--- config.mk ---
export PLATFORM = sky130hd
export DESIGN_NAME = neuron_update_sequencer_flat
export DESIGN_NICKNAME = d
export VERILOG_FILES = /design/src/rtl/neuron_update_sequencer_pkg.sv /design/src/rtl/neuron_update_sequencer_if.sv /design/src/rtl/neuron_update_arbiter.sv /design/src/rtl/neuron_update_sequencer.sv /design/src/flat_wrapper.sv
export SDC_FILE = /design/constraint.sdc
export NUM_CORES = 1
export LEC_CHECK = 0
export CAP_MARGIN = 5
export CORE_MARGIN = 1.5
export CORE_UTILIZATION = 45
export DETAILED_ROUTE_END_ITERATION = 7
export PLACE_DENSITY_LB_ADDON = 0.3
export SLEW_MARGIN = 10
export SYNTH_ARGS = -nofsm -noshare
export SYNTH_HDL_FRONTEND = slang
export SYNTH_HIERARCHICAL = 1
export SYNTH_SLANG_ARGS = --single-unit
--- constraint.sdc ---
create_clock -name CLK -period 8.2 [get_ports CLK]
set_clock_uncertainty 0.05 [all_clocks]
set_input_delay 1.64 -clock CLK [delete_from_list [all_inputs] [get_ports CLK]]
set_output_delay 1.64 -clock CLK [all_outputs]
set_load 0.1 [all_outputs]
--- src/rtl/neuron_update_sequencer_pkg.sv ---
// rtl/neuron_update_sequencer_pkg.sv - shared constants and encodings for the neuron update sequencer
package neuron_update_sequencer_pkg;

    localparam int N      = 256;
    localparam int M      = 8;
    localparam int SYN_AW = 2 * M - 3;

    // Last neuron index of a sweep; the counter stops here and wraps only via DONE.
    localparam logic [M-1:0] CNT_LAST = M'(N - 1);

    typedef enum logic [1:0] {
        IDLE = 2'd0,
        RD   = 2'd1,
        WR   = 2'd2,
        DONE = 2'd3
    } state_t;

    typedef enum logic [1:0] {
        MODE_SPI  = 2'd0,
        MODE_TREF = 2'd1,
        MODE_EVT  = 2'd2,
        MODE_VIRT = 2'd3
    } mode_t;

endpackage

--- src/rtl/neuron_update_sequencer_if.sv ---
// rtl/neuron_update_sequencer_if.sv - requester handshakes (SPI, tref, AER event) of the sequencer
interface neuron_update_sequencer_if;
    import neuron_update_sequencer_pkg::*;

    logic         SPI_REQ;
    logic         SPI_WE;
    logic [M-1:0] SPI_ADDR;
    logic         SPI_ACK;
    logic         TREF_REQ;
    logic         TREF_ACK;
    logic         EVT_REQ;
    logic [M-1:0] EVT_ADDR;
    logic [4:0]   EVT_VIRT;
    logic         EVT_ACK;

    modport master (
        output SPI_REQ, SPI_WE, SPI_ADDR, TREF_REQ, EVT_REQ, EVT_ADDR, EVT_VIRT,
        input  SPI_ACK, TREF_ACK, EVT_ACK
    );

    modport slave (
        input  SPI_REQ, SPI_WE, SPI_ADDR, TREF_REQ, EVT_REQ, EVT_ADDR, EVT_VIRT,
        output SPI_ACK, TREF_ACK, EVT_ACK
    );

endinterface

--- src/rtl/neuron_update_arbiter.sv ---
// rtl/neuron_update_arbiter.sv - fixed-priority SPI > TREF > EVT grant with activity gating
module neuron_update_arbiter
    import neuron_update_sequencer_pkg::*;
(
    input  logic       gate,
    input  logic       spi_req,
    input  logic       tref_req,
    input  logic       evt_req,
    input  logic [4:0] evt_virt,
    output logic       grant,
    output mode_t      grant_mode
);

    // Frozen network serves SPI only; running network serves tref then events, SPI waits.
    always_comb begin
        grant      = 1'b0;
        grant_mode = MODE_SPI;
        if (gate) begin
            if (spi_req) begin
                grant      = 1'b1;
                grant_mode = MODE_SPI;
            end
        end else if (tref_req) begin
            grant      = 1'b1;
            grant_mode = MODE_TREF;
        end else if (evt_req) begin
            grant      = 1'b1;
            grant_mode = (evt_virt != 5'd0) ? MODE_VIRT : MODE_EVT;
        end
    end

endmodule

--- src/rtl/neuron_update_sequencer.sv ---
// rtl/neuron_update_sequencer.sv - read-modify-write sequencer for neuron memory and synapse array
module neuron_update_sequencer
    import neuron_update_sequencer_pkg::*;
(
    input  logic              CLK,
    input  logic              RST_sync,
    input  logic              SPI_GATE_ACTIVITY_sync,
    neuron_update_sequencer_if.slave req_if,
    output logic              CTRL_NEURMEM_CS,
    output logic              CTRL_NEURMEM_WE,
    output logic [M-1:0]      CTRL_NEURMEM_ADDR,
    output logic              CTRL_NEUR_EVENT,
    output logic              CTRL_NEUR_TREF,
    output logic [4:0]        CTRL_NEUR_VIRTS,
    output logic              CTRL_SYNARRAY_CS,
    output logic [SYN_AW-1:0] CTRL_SYNARRAY_ADDR,
    output logic              CTRL_NEUR_BURST_END
);

    state_t       state, state_nx;
    mode_t        mode, mode_nx;
    logic [M-1:0] cnt, cnt_nx;
    logic [M-1:0] addr_lat, addr_lat_nx;
    logic [4:0]   virt_lat, virt_lat_nx;
    logic         spi_we_lat, spi_we_nx;

    logic         grant;
    mode_t        grant_mode;
    logic         served_req;
    logic         sweep;
    logic         sweep_nx;
    logic         mem_active_nx;

    logic              cs_nx, we_nx, ev_nx, tref_nx, syn_cs_nx, burst_nx;
    logic [M-1:0]      addr_nx;
    logic [4:0]        virts_nx;
    logic [SYN_AW-1:0] syn_addr_nx;
    logic              spi_ack_nx, tref_ack_nx, evt_ack_nx;
    logic              spi_ack_q, tref_ack_q, evt_ack_q;

    neuron_update_arbiter u_arb (
        .gate       (SPI_GATE_ACTIVITY_sync),
        .spi_req    (req_if.SPI_REQ),
        .tref_req   (req_if.TREF_REQ),
        .evt_req    (req_if.EVT_REQ),
        .evt_virt   (req_if.EVT_VIRT),
        .grant      (grant),
        .grant_mode (grant_mode)
    );

    assign sweep    = (mode == MODE_TREF) || (mode == MODE_EVT);
    assign sweep_nx = (mode_nx == MODE_TREF) || (mode_nx == MODE_EVT);

    assign served_req = (mode == MODE_SPI)  ? req_if.SPI_REQ  :
                        (mode == MODE_TREF) ? req_if.TREF_REQ : req_if.EVT_REQ;

    assign req_if.SPI_ACK  = spi_ack_q;
    assign req_if.TREF_ACK = tref_ack_q;
    assign req_if.EVT_ACK  = evt_ack_q;

    // State register: FSM, sweep counter, latched request fields and the registered outputs.
    always_ff @(posedge CLK) begin
        if (RST_sync) begin
            state               <= IDLE;
            mode                <= MODE_SPI;
            cnt                 <= '0;
            addr_lat            <= '0;
            virt_lat            <= '0;
            spi_we_lat          <= 1'b0;
            CTRL_NEURMEM_CS     <= 1'b0;
            CTRL_NEURMEM_WE     <= 1'b0;
            CTRL_NEURMEM_ADDR   <= '0;
            CTRL_NEUR_EVENT     <= 1'b0;
            CTRL_NEUR_TREF      <= 1'b0;
            CTRL_NEUR_VIRTS     <= '0;
            CTRL_SYNARRAY_CS    <= 1'b0;
            CTRL_SYNARRAY_ADDR  <= '0;
            CTRL_NEUR_BURST_END <= 1'b0;
            spi_ack_q           <= 1'b0;
            tref_ack_q          <= 1'b0;
            evt_ack_q           <= 1'b0;
        end else begin
            state               <= state_nx;
            mode                <= mode_nx;
            cnt                 <= cnt_nx;
            addr_lat            <= addr_lat_nx;
            virt_lat            <= virt_lat_nx;
            spi_we_lat          <= spi_we_nx;
            CTRL_NEURMEM_CS     <= cs_nx;
            CTRL_NEURMEM_WE     <= we_nx;
            CTRL_NEURMEM_ADDR   <= addr_nx;
            CTRL_NEUR_EVENT     <= ev_nx;
            CTRL_NEUR_TREF      <= tref_nx;
            CTRL_NEUR_VIRTS     <= virts_nx;
            CTRL_SYNARRAY_CS    <= syn_cs_nx;
            CTRL_SYNARRAY_ADDR  <= syn_addr_nx;
            CTRL_NEUR_BURST_END <= burst_nx;
            spi_ack_q           <= spi_ack_nx;
            tref_ack_q          <= tref_ack_nx;
            evt_ack_q           <= evt_ack_nx;
        end
    end

    // Next state: grant only from IDLE, RD/WR pairs per neuron, DONE holds until the request drops.
    always_comb begin
        state_nx    = state;
        mode_nx     = mode;
        cnt_nx      = cnt;
        addr_lat_nx = addr_lat;
        virt_lat_nx = virt_lat;
        spi_we_nx   = spi_we_lat;
        case (state)
            IDLE: begin
                if (grant) begin
                    state_nx = RD;
                    mode_nx  = grant_mode;
                    cnt_nx   = '0;
                    if (grant_mode == MODE_SPI) begin
                        addr_lat_nx = req_if.SPI_ADDR;
                        spi_we_nx   = req_if.SPI_WE;
                    end else if (grant_mode != MODE_TREF) begin
                        addr_lat_nx = req_if.EVT_ADDR;
                        virt_lat_nx = req_if.EVT_VIRT;
                    end
                end
            end
            RD: begin
                // An SPI read needs no write-back; the memory output holds once CS drops.
                if ((mode == MODE_SPI) && !spi_we_lat) begin
                    state_nx = DONE;
                end else begin
                    state_nx = WR;
                end
            end
            WR: begin
                if (sweep && (cnt != CNT_LAST)) begin
                    cnt_nx   = cnt + M'(1);
                    state_nx = RD;
                end else begin
                    state_nx = DONE;
                end
            end
            DONE: begin
                if (!served_req) begin
                    state_nx = IDLE;
                    cnt_nx   = '0;
                end
            end
            default: state_nx = IDLE;
        endcase
    end

    // Output decode from the next state, so the registered outputs line up with the state they describe.
    always_comb begin
        mem_active_nx = (state_nx == RD) || (state_nx == WR);
        cs_nx         = mem_active_nx;
        we_nx         = (state_nx == WR);
        addr_nx       = '0;
        if (mem_active_nx) begin
            addr_nx = sweep_nx ? cnt_nx : addr_lat_nx;
        end
        ev_nx       = mem_active_nx && ((mode_nx == MODE_EVT) || (mode_nx == MODE_VIRT));
        tref_nx     = mem_active_nx && (mode_nx == MODE_TREF);
        virts_nx    = ((mode_nx == MODE_VIRT) && (state_nx != IDLE)) ? virt_lat_nx : 5'd0;
        // Synapse word is read alongside the neuron read so both arrive in the WR cycle.
        syn_cs_nx   = (state_nx == RD) && (mode_nx == MODE_EVT);
        syn_addr_nx = syn_cs_nx ? {addr_lat_nx, cnt_nx[M-1:3]} : '0;
        burst_nx    = (state_nx == DONE) && (state != DONE) && (mode_nx != MODE_SPI);
        spi_ack_nx  = (state_nx == DONE) && (mode_nx == MODE_SPI);
        tref_ack_nx = (state_nx == DONE) && (mode_nx == MODE_TREF);
        evt_ack_nx  = (state_nx == DONE) && ((mode_nx == MODE_EVT) || (mode_nx == MODE_VIRT));
    end

endmodule

--- src/flat_wrapper.sv ---
// flat-port wrapper written by rule: the top's interface ports become plain ports
module neuron_update_sequencer_flat import neuron_update_sequencer_pkg::*;
  (CLK, RST_sync, SPI_GATE_ACTIVITY_sync, CTRL_NEURMEM_CS, CTRL_NEURMEM_WE, CTRL_NEURMEM_ADDR, CTRL_NEUR_EVENT, CTRL_NEUR_TREF, CTRL_NEUR_VIRTS, CTRL_SYNARRAY_CS, CTRL_SYNARRAY_ADDR, CTRL_NEUR_BURST_END, req_if_SPI_REQ, req_if_SPI_WE, req_if_SPI_ADDR, req_if_TREF_REQ, req_if_EVT_REQ, req_if_EVT_ADDR, req_if_EVT_VIRT, req_if_SPI_ACK, req_if_TREF_ACK, req_if_EVT_ACK);
  neuron_update_sequencer_if req_if_i ();
  input  logic CLK;
  input  logic RST_sync;
  input  logic SPI_GATE_ACTIVITY_sync;
  output logic CTRL_NEURMEM_CS;
  output logic CTRL_NEURMEM_WE;
  output logic [M-1:0] CTRL_NEURMEM_ADDR;
  output logic CTRL_NEUR_EVENT;
  output logic CTRL_NEUR_TREF;
  output logic [4:0] CTRL_NEUR_VIRTS;
  output logic CTRL_SYNARRAY_CS;
  output logic [SYN_AW-1:0] CTRL_SYNARRAY_ADDR;
  output logic CTRL_NEUR_BURST_END;
  input wire logic [$bits(req_if_i.SPI_REQ)-1:0] req_if_SPI_REQ;
  input wire logic [$bits(req_if_i.SPI_WE)-1:0] req_if_SPI_WE;
  input wire logic [$bits(req_if_i.SPI_ADDR)-1:0] req_if_SPI_ADDR;
  input wire logic [$bits(req_if_i.TREF_REQ)-1:0] req_if_TREF_REQ;
  input wire logic [$bits(req_if_i.EVT_REQ)-1:0] req_if_EVT_REQ;
  input wire logic [$bits(req_if_i.EVT_ADDR)-1:0] req_if_EVT_ADDR;
  input wire logic [$bits(req_if_i.EVT_VIRT)-1:0] req_if_EVT_VIRT;
  output wire logic [$bits(req_if_i.SPI_ACK)-1:0] req_if_SPI_ACK;
  output wire logic [$bits(req_if_i.TREF_ACK)-1:0] req_if_TREF_ACK;
  output wire logic [$bits(req_if_i.EVT_ACK)-1:0] req_if_EVT_ACK;
  assign req_if_i.SPI_REQ = req_if_SPI_REQ;
  assign req_if_i.SPI_WE = req_if_SPI_WE;
  assign req_if_i.SPI_ADDR = req_if_SPI_ADDR;
  assign req_if_i.TREF_REQ = req_if_TREF_REQ;
  assign req_if_i.EVT_REQ = req_if_EVT_REQ;
  assign req_if_i.EVT_ADDR = req_if_EVT_ADDR;
  assign req_if_i.EVT_VIRT = req_if_EVT_VIRT;
  assign req_if_SPI_ACK = req_if_i.SPI_ACK;
  assign req_if_TREF_ACK = req_if_i.TREF_ACK;
  assign req_if_EVT_ACK = req_if_i.EVT_ACK;
  neuron_update_sequencer u_core (.CLK(CLK), .RST_sync(RST_sync), .SPI_GATE_ACTIVITY_sync(SPI_GATE_ACTIVITY_sync), .req_if(req_if_i), .CTRL_NEURMEM_CS(CTRL_NEURMEM_CS), .CTRL_NEURMEM_WE(CTRL_NEURMEM_WE), .CTRL_NEURMEM_ADDR(CTRL_NEURMEM_ADDR), .CTRL_NEUR_EVENT(CTRL_NEUR_EVENT), .CTRL_NEUR_TREF(CTRL_NEUR_TREF), .CTRL_NEUR_VIRTS(CTRL_NEUR_VIRTS), .CTRL_SYNARRAY_CS(CTRL_SYNARRAY_CS), .CTRL_SYNARRAY_ADDR(CTRL_SYNARRAY_ADDR), .CTRL_NEUR_BURST_END(CTRL_NEUR_BURST_END));
endmodule
==> qor.yml <==
antenna_found_initial: 0
vias: 2299
fp-row-count: 28
yosys_warnings: 6
cp-endpoint: "u_core/CTRL_SYNARRAY_ADDR[2]"
use_met2_pct: 32.7
grt_usage_pct: 21.2
ant_nets: 0
synth_common_cells: "dfxtp_1 (61), nor2_1 (44), inv_1 (15)"
synth_top_flop_cell: "dfxtp_1"
drc: 0
syn_avg_cell_area_sq_um: 9.66
netlist_area_sq_um: 2720
antennaDiodeCount: 0
grt_pass1_vias: 2104
hold_slack_ps: 409
drt-wirelength-per-cell_um: 15.0
grt_pass1_wl_mm: 10.3
first_pass_iters: 4
areaGrowthSynthToFinish_pct: 30.9
reg2reg_from: "u_core/cnt[0]"
dp_slack_ps: 3290
initial_core_util_pct: 46.1
gr-usage-met3_pct: 5.68
fin_crit_sh_pct: 56.2
post_cts_buffers: 0
grt_start_max_net_pins: 32
syn_inst: 281
r2r_end: "u_core/CTRL_NEURMEM_ADDR[6]"
synth_area_leaders: "dfxtp_1 (45%), nor2_1 (6.1%), ha_1 (5.1%)"
design.die.area_sq_um: 6510
grt_busiest_layer: "met2"
hp-start: "u_core/spi_we_lat"
viasPerCell: 5.43
place_hpwl_mm: 4.53
drive_gt1_share_pct: 11.2
setup_viol_count_final: 0
grt_setup_unrepaired: "no"
crit_path_max_fanout: 14
ys_seq_elements: 61
r2r_cells: 11
cts_buffers: 9
tritoncts: "built"
clock_latency_ps: 330
slew_viol_final: 0
fin_nets: 383
start_kind: "input pin"
arrival_ps: 4810
criticalPathCategory: "input pin to flip-flop"
setup-tns-final_ps: 0
min_path_type: "flip-flop to flip-flop"
cts_buffer_depth: 2
clock-sinks: 61
worst_slack_ps: 3590
ctsHoldBuffers: 0
clk_pin_slew_worst_paths_ps: 70
async_reset_ff_share_pct: 0
htreeDepth: 3
r2r_slack_ps: 5170
gp_congestion: 0.924
min_period_ps: 4610
hold_viol_final: 0
powerDensity_nw_per_um2: 225
post_cts_resized: 0
grt-ovfl-total: 0
cts_root_buf: "clkbuf_8"
port_buffers: 62
core_area_sq_um: 5890
ios: 63
worst_pin_slew_ps: 973
maxCapViolCount: 0
relSlewSlack_pct: 34.9
critPathCaptureType: "flip-flop"
yosys.cell_count.top_type: "dfxtp_1"
run_status: "completed"
ys_seq_area_share_pct: 45.0
grt_use_met1_pct: 26.8
synth_edf_count: 0
detail_route.wirelength_mm: 6.36
fp.dieH_um: 80.7
syn_nets: 320
crit_required_ps: 8390
synth_cell_type_count: 53
cp-startpoint: "SPI_GATE_ACTIVITY_sync"
power_leakage_nw: 1.34
synth.largest_area_cell: "dfxtp_1"
synth_top_area_share_pct: 45.0
ir_drop_mv: 0.155
fin_util_pct: 60.4
fp.dieW_um: 80.7
drtIter0Drc: 135
max_freq_mhz: 217
cell type report:
cell class / count / area [sq um]
sequential: 61 / 1220
tap: 75 / 93.8
multi-input combinational: 192 / 1360
clock buffer: 12 / 165
inverter: 15 / 56.3
fill: 525 / 2330
timing repair buffer: 65 / 643
clock inverter: 3 / 20.0
worst min-delay path by stage:
stage                                   end  slack, ps  depth (start not counted)
after floorplan           u_core/spi_we_lat        380                          2
after global routing      u_core/spi_we_lat        420                          2
final                     u_core/spi_we_lat        410                          2
after CTS                 u_core/spi_we_lat        410                          2
after global placement    u_core/spi_we_lat        400                          2
after detailed placement  u_core/spi_we_lat        400                          2
metrics by stage:
stage	cell area [sq um]	power, mW	std cells
global placement	3370	0.558	408
finish	3550	0.799	423
detailed placement	3370	0.560	408
CTS	3550	0.805	423
global route	3550	0.836	423
floorplan	2720	0.506	281
state kept, by name (all words and copies together), names as in the netlist, 2 cells and up:
signal,cells
u_core/CTRL_SYNARRAY_ADDR,13
u_core/virt_lat,5
u_core/addr_lat,8
u_core/cnt,8
u_core/mode,2
u_core/CTRL_NEURMEM_ADDR,8
u_core/state,2
u_core/CTRL_NEUR_VIRTS,5
power breakdown:
group | internal (mW) | switching (mW) | total, mW
clock | 0.132 | 0.113 | 0.245
combinational | 0.0742 | 0.156 | 0.230
sequential | 0.314 | 0.0108 | 0.325
total | 0.520 | 0.279 | 0.799
metal layers:
| layer | vias to the layer above | routed length [um] |
|---|---|---|
| met5 | - | 0 |
| met4 | 0 | 186 |
| met3 | 18 | 359 |
| met2 | 82 | 2920 |
| met1 | 1061 | 2900 |
| li1 | 1138 | - |
worst max-delay path, cell delays in order:
cell	delay (ps)
clkdlybuf4s50_1	530
nor3_1	80
a21oi_1	270
nor3b_2	750
and2_2	330
a21oi_1	100
inv_1	110
ha_1	170
nand3b_1	490
nor3_1	330
kinds of logic after synthesis:
logic type / share of synthesized area (%)
simple gates: 20.3
compound gates: 21.6
flops: 45.0
buf+inv: 5.11
fa+ha+maj: 5.07
mux: 2.95
layout by cell type (no fill, tap or decap), types with 2 or more instances in the layout:
master           netlist  final
clkdlybuf4s50_1        0     62
a32o_1                 4      4
o211ai_1               2      2
a311oi_1               2      2
clkinvlp_4             0      2
a211oi_1               4      4
nand2_1               11     11
mux2i_1                8      8
a21oi_1               12     12
nand3b_1               3      3
a221oi_2               3      3
o31a_1                 5      5
a2111oi_2              3      3
a31oi_1                5      5
inv_1                 15     15
dfxtp_1               61     61
o32ai_1                3      3
o22a_1                 4      4
nor4_1                 2      2
a221oi_1               4      4
nor3_1                11     11
nand3_1                7      7
and3_1                 3      3
o21ai_2                4      4
buf_4                  2      3
nand2b_1               7      7
ha_1                  11     11
nor2b_1                5      5
a21o_1                 2      2
and2_1                 3      3
nor2_1                44     44
clkbuf_8               0     12
(Power assumes the default switching activity.)
